## src/rtl/seq_det_pkg.sv

```systemverilog
// Shared definitions for the serial 1011 pattern detector.
// State codes are exported on state_o for debug, so their values are fixed.
package seq_det_pkg;

    localparam int         STATE_W = 3;
    localparam logic [3:0] PATTERN = 4'b1011;

    typedef enum logic [STATE_W-1:0] {
        S_IDLE = 3'd0,
        S_1    = 3'd1,
        S_10   = 3'd2,
        S_101  = 3'd3,
        S_1011 = 3'd4
    } state_t;

endpackage

```

## src/rtl/sat_counter.sv

```systemverilog
// Saturating up-counter with synchronous reset and clear; clear beats increment.
module sat_counter #(
    parameter int W = 8
) (
    input  logic         clk,
    input  logic         rst,
    input  logic         clr,
    input  logic         inc,
    output logic [W-1:0] cnt
);

    localparam logic [W-1:0] CNT_MAX = '1;

    always_ff @(posedge clk) begin
        if (rst) begin
            cnt <= '0;
        end else if (clr) begin
            cnt <= '0;
        end else if (inc && (cnt != CNT_MAX)) begin
            cnt <= cnt + W'(1);
        end
    end

endmodule

```

## src/rtl/seq_detector_1011.sv

```systemverilog
// Serial 1011 detector (MSB first) with registered match pulse and saturating match counter.
//
// state  | meaning
// S_IDLE | no useful prefix seen
// S_1    | last accepted bit is "1"
// S_10   | last accepted bits are "10"
// S_101  | last accepted bits are "101"
// S_1011 | full pattern just completed
module seq_detector_1011
    import seq_det_pkg::*;
#(
    parameter int OVERLAP = 1,
    parameter int CNT_W   = 8
) (
    input  logic               clk,
    input  logic               rst,
    input  logic               din,
    input  logic               din_valid,
    input  logic               cnt_clr,
    output logic               match,
    output logic [CNT_W-1:0]   match_count,
    output logic [STATE_W-1:0] state_o
);

    state_t state_q;
    state_t state_d;
    logic   match_d;
    logic   match_q;

    always_ff @(posedge clk) begin
        if (rst) begin
            state_q <= S_IDLE;
            match_q <= 1'b0;
        end else begin
            state_q <= state_d;
            match_q <= match_d;
        end
    end

    // Illegal codes fall back to S_IDLE even on edges without din_valid.
    always_comb begin
        state_d = state_q;
        case (state_q)
            S_IDLE: if (din_valid) state_d = din ? S_1    : S_IDLE;
            S_1:    if (din_valid) state_d = din ? S_1    : S_10;
            S_10:   if (din_valid) state_d = din ? S_101  : S_IDLE;
            S_101:  if (din_valid) state_d = din ? S_1011 : S_10;
            S_1011: begin
                if (din_valid) begin
                    if (din)               state_d = S_1;
                    else if (OVERLAP != 0) state_d = S_10;
                    else                   state_d = S_IDLE;
                end
            end
            default: state_d = S_IDLE;
        endcase
        match_d = din_valid && (state_d == S_1011);
    end

    sat_counter #(
        .W (CNT_W)
    ) u_match_cnt (
        .clk (clk),
        .rst (rst),
        .clr (cnt_clr),
        .inc (match_d),
        .cnt (match_count)
    );

    assign match   = match_q;
    assign state_o = state_q;

endmodule
```

## config.mk

```make
export PLATFORM = sky130hd
export DESIGN_NAME = seq_detector_1011
export DESIGN_NICKNAME = d
export VERILOG_FILES = /design/src/rtl/seq_det_pkg.sv /design/src/rtl/sat_counter.sv /design/src/rtl/seq_detector_1011.sv
export SDC_FILE = /design/constraint.sdc
export NUM_CORES = 1
export LEC_CHECK = 0
export BUFFER_PORTS_ARGS = -buffer_cell sky130_fd_sc_hd__buf_2
export CORE_MARGIN = 3
export CORE_UTILIZATION = 44
export DETAILED_ROUTE_END_ITERATION = 10
export GPL_TIMING_DRIVEN = 0
export PLACE_DENSITY_LB_ADDON = 0.25
export SKIP_LAST_GASP = 1
export SLEW_MARGIN = 40
export SYNTH_ARGS = -nofsm -noshare
export SYNTH_HDL_FRONTEND = slang
export SYNTH_HIERARCHICAL = 1
export SYNTH_SLANG_ARGS = --single-unit
```

## constraint.sdc

```tcl
create_clock -name clk -period 1.6 [get_ports clk]
set_input_delay 0 -clock clk [delete_from_list [all_inputs] [get_ports clk]]
set_output_delay 0 -clock clk [all_outputs]
set_load 0.01 [all_outputs]
```

After elaboration in Yosys (flattened, before gate mapping):

Index checks and enable logic that the tools add are counted.

* flip-flop bits (word level): 12
* bits in latches: 0
* bits in writable memories: 0
* bits in read-only memories: 0
* input port bits: 5
* output and inout port bits: 12
* word-level logic and storage cells: 24
* memories kept: 0

* $add $sub $neg: 1
* multipliers: 0
* divide/modulo/power cells: 0
* order comparisons: 0
* eq/ne operators: 6
* shift operators: 0
* muxes and demuxes: 9
* bitwise logic cells: 0
* reductions and logical operators: 5

Operators by type and width (number)
* 2-to-1 mux 3 bit: 5
* case mux 3 bit (4 select lines): 1
* adder 8 x 1 -> 8 bit (second input constant): 1
* != test 8 bit (second input constant): 1
* == test 3 x 2 -> 1 bit (second input constant): 2
* == test 3 bit (second input constant): 2
* 2-to-1 mux 2 bit: 2
* OR reduction 2 bit: 2
* == test 3 x 1 -> 1 bit (second input constant): 1
* logical NOT 3 bit: 1
* logical AND 1 bit: 2
* 2-to-1 mux 1 bit: 1

Logic depth before layout (Yosys ltp):

* word-level depth: 6
* mapped depth: 6
* gate-level depth less buffers: 6

Hierarchy:

The synthesis kept the hierarchy.

By module, submodules not included
* sat_counter: instances 1, cells each 47, area an instance 435.4 um^2
* seq_detector_1011: instances 1, cells each 25, area an instance 198.9 um^2

Worst setup path after synthesis:

OpenSTA, ideal clock, no wires.

* path kind: register to register
* from: register state_q[0] (netlist: state_o[0])
* to: register u_match_cnt.cnt[5]
* library setup time: 100 ps
* data arrival time: 1637 ps
* slack: -137 ps
* stages on the path, launching flop included: 7
* path buffers: 0
* period minus slack after synthesis: 1737 ps
* cells stage by stage: dfxtp_1 > nand2_1 > or3_1 > inv_1 > and4_1 > a31oi_1 > a2111oi_4

* longest elaborated chain between the ends: 6
* elaborated cells on any way between the ends: 14
* those cells by class: eq/ne (5); mux (5); reduce/logical (4)

Ends and longest elaborated chain
* from (decl): line seq_detector_1011.sv:25 `state_t state_q;`
* from (signal assigned): line seq_detector_1011.sv:35 `state_q <= state_d;`
* == test 3 bit / == test 3 x 1 -> 1 bit (equally long branches): line seq_detector_1011.sv:43 `case (state_q)`
* OR reduction 2 bit (no source line)
* case mux 3 bit (4 select lines) *: line seq_detector_1011.sv:43
* == test 3 bit *: line seq_detector_1011.sv:57 `match_d = din_valid && (state_d == S_1011);`
* logical AND 1 bit *: line seq_detector_1011.sv:57
* named net match_d: line seq_detector_1011.sv:27 `logic match_d;`
* logical AND 1 bit *: line sat_counter.sv:19 `end else if (inc && (cnt != CNT_MAX)) begin`
* to (signal assigned): line sat_counter.sv:20 `cnt <= cnt + W'(1);`
* to (decl): line sat_counter.sv:9 `output logic [W-1:0] cnt`

The timed path passes the listed nets; every way through them passes the cells marked *.
A chain may end at the register's enable or synchronous reset.

Worst setup path after layout:

* from: register state_q[2] (netlist: state_o[2])
* to: register u_match_cnt.cnt[6]

Same word-level chain as after synthesis.

==> run summary <==
====================================================================================
Result of the run                                                       complete, but fails checks
Failing checks                                                          setup timing
Start-to-end type of the worst setup path                                 reg -> reg
MaxCap Viol Count                                                                  0
Startpoint Class                                                           flip-flop
Largest voltage drop on the vdd net                                           291 µV
Sinks on the clock net                                                            12
Predominant post-synthesis flop cell                                         dfxtp_1
Class of the tightest hold or removal check                                in -> reg
Gate count of the mapped netlist                                                  72
TritonCTS clock tree                                                             yes
Die Footprint                                                               1930 µm²
CTS H-tree depth                                                                   1
Layout Skew                                                               0.00370 ns
FP Rows                                                                           13
Via-per-instance ratio                                                          5.61
Portion of the post-synthesis area used by sequential elements                 37.9%
Highest clock frequency the design can meet                                  620 MHz
Leading area contributor after synthesis                                     dfxtp_1
Reg clk slew, reported paths                                                 0.08 ns
Antenna violations before repair                                                   0
Average wire per cell in the routed design                                   13.5 µm
Cell type of the slowest stage on the worst timing path                        or3_4
Number of failing hold endpoints at the final stage                                0
Crit path cell chain                                                    or3_4, inv_4, nand3_2, or4_1, and3_1
Total Neg Setup Slack                                                     -0.0140 ns
GP Congestion                                                                  0.750
Synth warnings                                                                     6
Largest stage delay on the critical path                                     0.41 ns
Detailed-route wire length                                                   1.54 mm
Post-route setup slack                                                    -0.0140 ns
Total power of the final layout                                             0.537 mW
Pwr/cell area                                                             625 nW/µm²
Number of cells after detailed placement                                         103
Required time of the critical path                                           1.77 ns
Detailed placer's ending HPWL                                                 954 µm
Clock insertion delay at the later pin of the skew report                    0.27 ns
Number of enable flip-flop cells after synthesis                                   0
Most frequent cells after synthesis                                     12 x dfxtp_1, 10 x nand2_1, 7 x a21oi_1
CTS Buf Count                                                                      3
Leakage power total                                                         0.367 nW
Worst R2R Setup Slack                                                       -0.01 ns
Pin count of the biggest net entering global routing                              12
Register bit total from synthesis                                                 12
Dpl ws                                                                    -0.0553 ns
Number of global-route vias before repair                                        561
Post-route clock period utilization                                             101%
Max-slew violation total from the final report                                     0
Setup repair after global routing missed its margin                              yes
Number of diodes added for antenna fixing                                          0
Remaining antenna violation count                                                  0
Global route overflow                                                              0
Initial cell density of the core                                               47.6%
Global-route wire length before repair                                       2.50 mm
Die extent in x                                                              44.0 µm
Crit-path leading delay family                                          simple AND/OR/NAND/NOR gates
Chip Height                                                                  44.0 µm
Transition time at the pin with the least slew margin                       0.471 ns
Syn Std Cell Area                                                            634 µm²
Share of cells above drive strength 1                                          37.4%
Port Buffer Count                                                                 16
Fraction of post-synthesis cell area in the top cell type by area              37.9%
Biggest fanout along the worst timing path                                         5
Number of standard cells in the final layout excluding fillers                   114
Async SR Flop Fraction                                                            0%
Overall via count from detail_route                                              640
Endpoint arrival time on the critical path                                   1.79 ns
Synth cell types                                                                  26
Root buffer cell                                                            clkbuf_4
Number of nets in the layout                                                     106
Area delta synth->final                                                        35.3%
Nets in the synthesized netlist                                                   78
Area of the core                                                            1330 µm²
Number of DRC markers after the initial detailed-route iteration                  23
Area post-placement                                                          749 µm²
Number of buffers on the longest clock path                                        2
DRC violations left                                                                0
Top cells by area in the synthesized netlist                            dfxtp_1 38%, mux2i_1 6.3%, nand2_1 5.9%
Fillcell total                                                                   113
Total global routing track utilization                                         17.4%
Average cell area after synthesis                                           8.81 µm²
DRT Pass-1 Iters                                                                   4
Max-Slew Margin vs Limit                                                       68.5%
Setup-violating endpoint count in the final report                                 1
Count of buffering cells on the critical path with inverters included              1
Final critical delay including setup and external delays                     1.61 ns
Nature of the critical path endpoint                                       flip-flop
Most frequently used cell type in the post-synthesis netlist                 dfxtp_1
Final Cell Area                                                              858 µm²
Number of ports placed on the die boundary                                        17
====================================================================================
-- power breakdown --
part / internal [mW] / switching (mW)
logic: 0.0186 / 0.0263
registers: 0.298 / 0.00169
clock network: 0.0903 / 0.102
-- registers in the layout, summed over array words and instances, names as in the netlist --
register,flops
u_match_cnt/cnt,8
state_o,3
match,1
-- metal layers --
metal,up-vias,track usage [%],part of all wire [%]
met5,-,0,0
met2,21,26.2,47
met3,2,3.73,5.1
met4,0,7.23,0.58
met1,295,23.9,47
li1,322,-,-
-- path summary, 6_finish.rpt --
kind,startpoint,to,depth (start not counted)
hold / removal,rst,state_o[2],2
setup reg to reg,state_o[2],u_match_cnt/cnt[6],5
setup / recovery,state_o[2],u_match_cnt/cnt[6],5
hold reg to reg,u_match_cnt/cnt[1],u_match_cnt/cnt[1],2
-- what timing repair did --
item | in CTS | in global routing
buffers inserted | 5 | 1
endpoints found under the setup margin | 2 | 4
resized for setup | 3 | 3
hold endpoints to repair | 2 | 0
cloned | 0 | 0
pin swaps | 0 | 1
hold buffers | 1 | 0
-- cell type report --
cell class                      count  area [µm²]  area share (%)
Buffer                              1        7.51           0.875
Clock buffer                        3        22.5            2.62
Clock inverter                      1        3.75           0.437
Inverter                            3        13.8            1.60
Multi-Input combinational cell     56         405            47.2
Sequential cell                    12         251            29.3
Tap cell                           15        18.8            2.19
Timing Repair Buffer               23         135            15.7
-- per-stage QoR --
step	hold WS (ns)	utilization (%)
after floorplan	0.0617	-
after global placement	0.260	56.2
after detailed placement	0.261	56.2
after CTS	0.0330	62.6
after global routing	0.0626	64.4
final	0.0514	64.4
-- cell usage in the layout, fill, tap and decap left out --
| master | count |
|---|---|
| and3_1 | 3 |
| nand3_1 | 1 |
| a21boi_1 | 1 |
| dfxtp_4 | 3 |
| ha_1 | 1 |
| nor4b_1 | 1 |
| a2111oi_4 | 1 |
| a21oi_1 | 7 |
| inv_4 | 1 |
| nand3b_1 | 2 |
| buf_2 | 16 |
| mux2i_1 | 4 |
| clkbuf_4 | 3 |
| nand2_1 | 10 |
| or3_1 | 3 |
| buf_4 | 7 |
| o21ai_0 | 3 |
| nor2_1 | 4 |
| and3b_1 | 1 |
| or4b_1 | 1 |
| inv_1 | 2 |
| and4_1 | 1 |
| or4_1 | 1 |
| a21boi_4 | 1 |
| dfxtp_1 | 9 |
| nor4_1 | 1 |
| and4_4 | 1 |
| or3_4 | 1 |
| a22o_1 | 1 |
| nand4_1 | 2 |
| dlygate4sd3_1 | 1 |
| a31oi_2 | 1 |
| clkinv_1 | 1 |
| a21boi_2 | 1 |
| nand4bb_1 | 1 |
| nand3_2 | 1 |
-- kinds of logic after synthesis --
kind of cell    after synthesis  synth area share [%]
simple gates                 35                  32.2
compound gates               16                  18.7
flops                        12                  37.9
buf+inv                       4                  2.96
mux                           4                  6.31
fa+ha+maj                     1                  1.97
(Power assumes the default switching activity.)
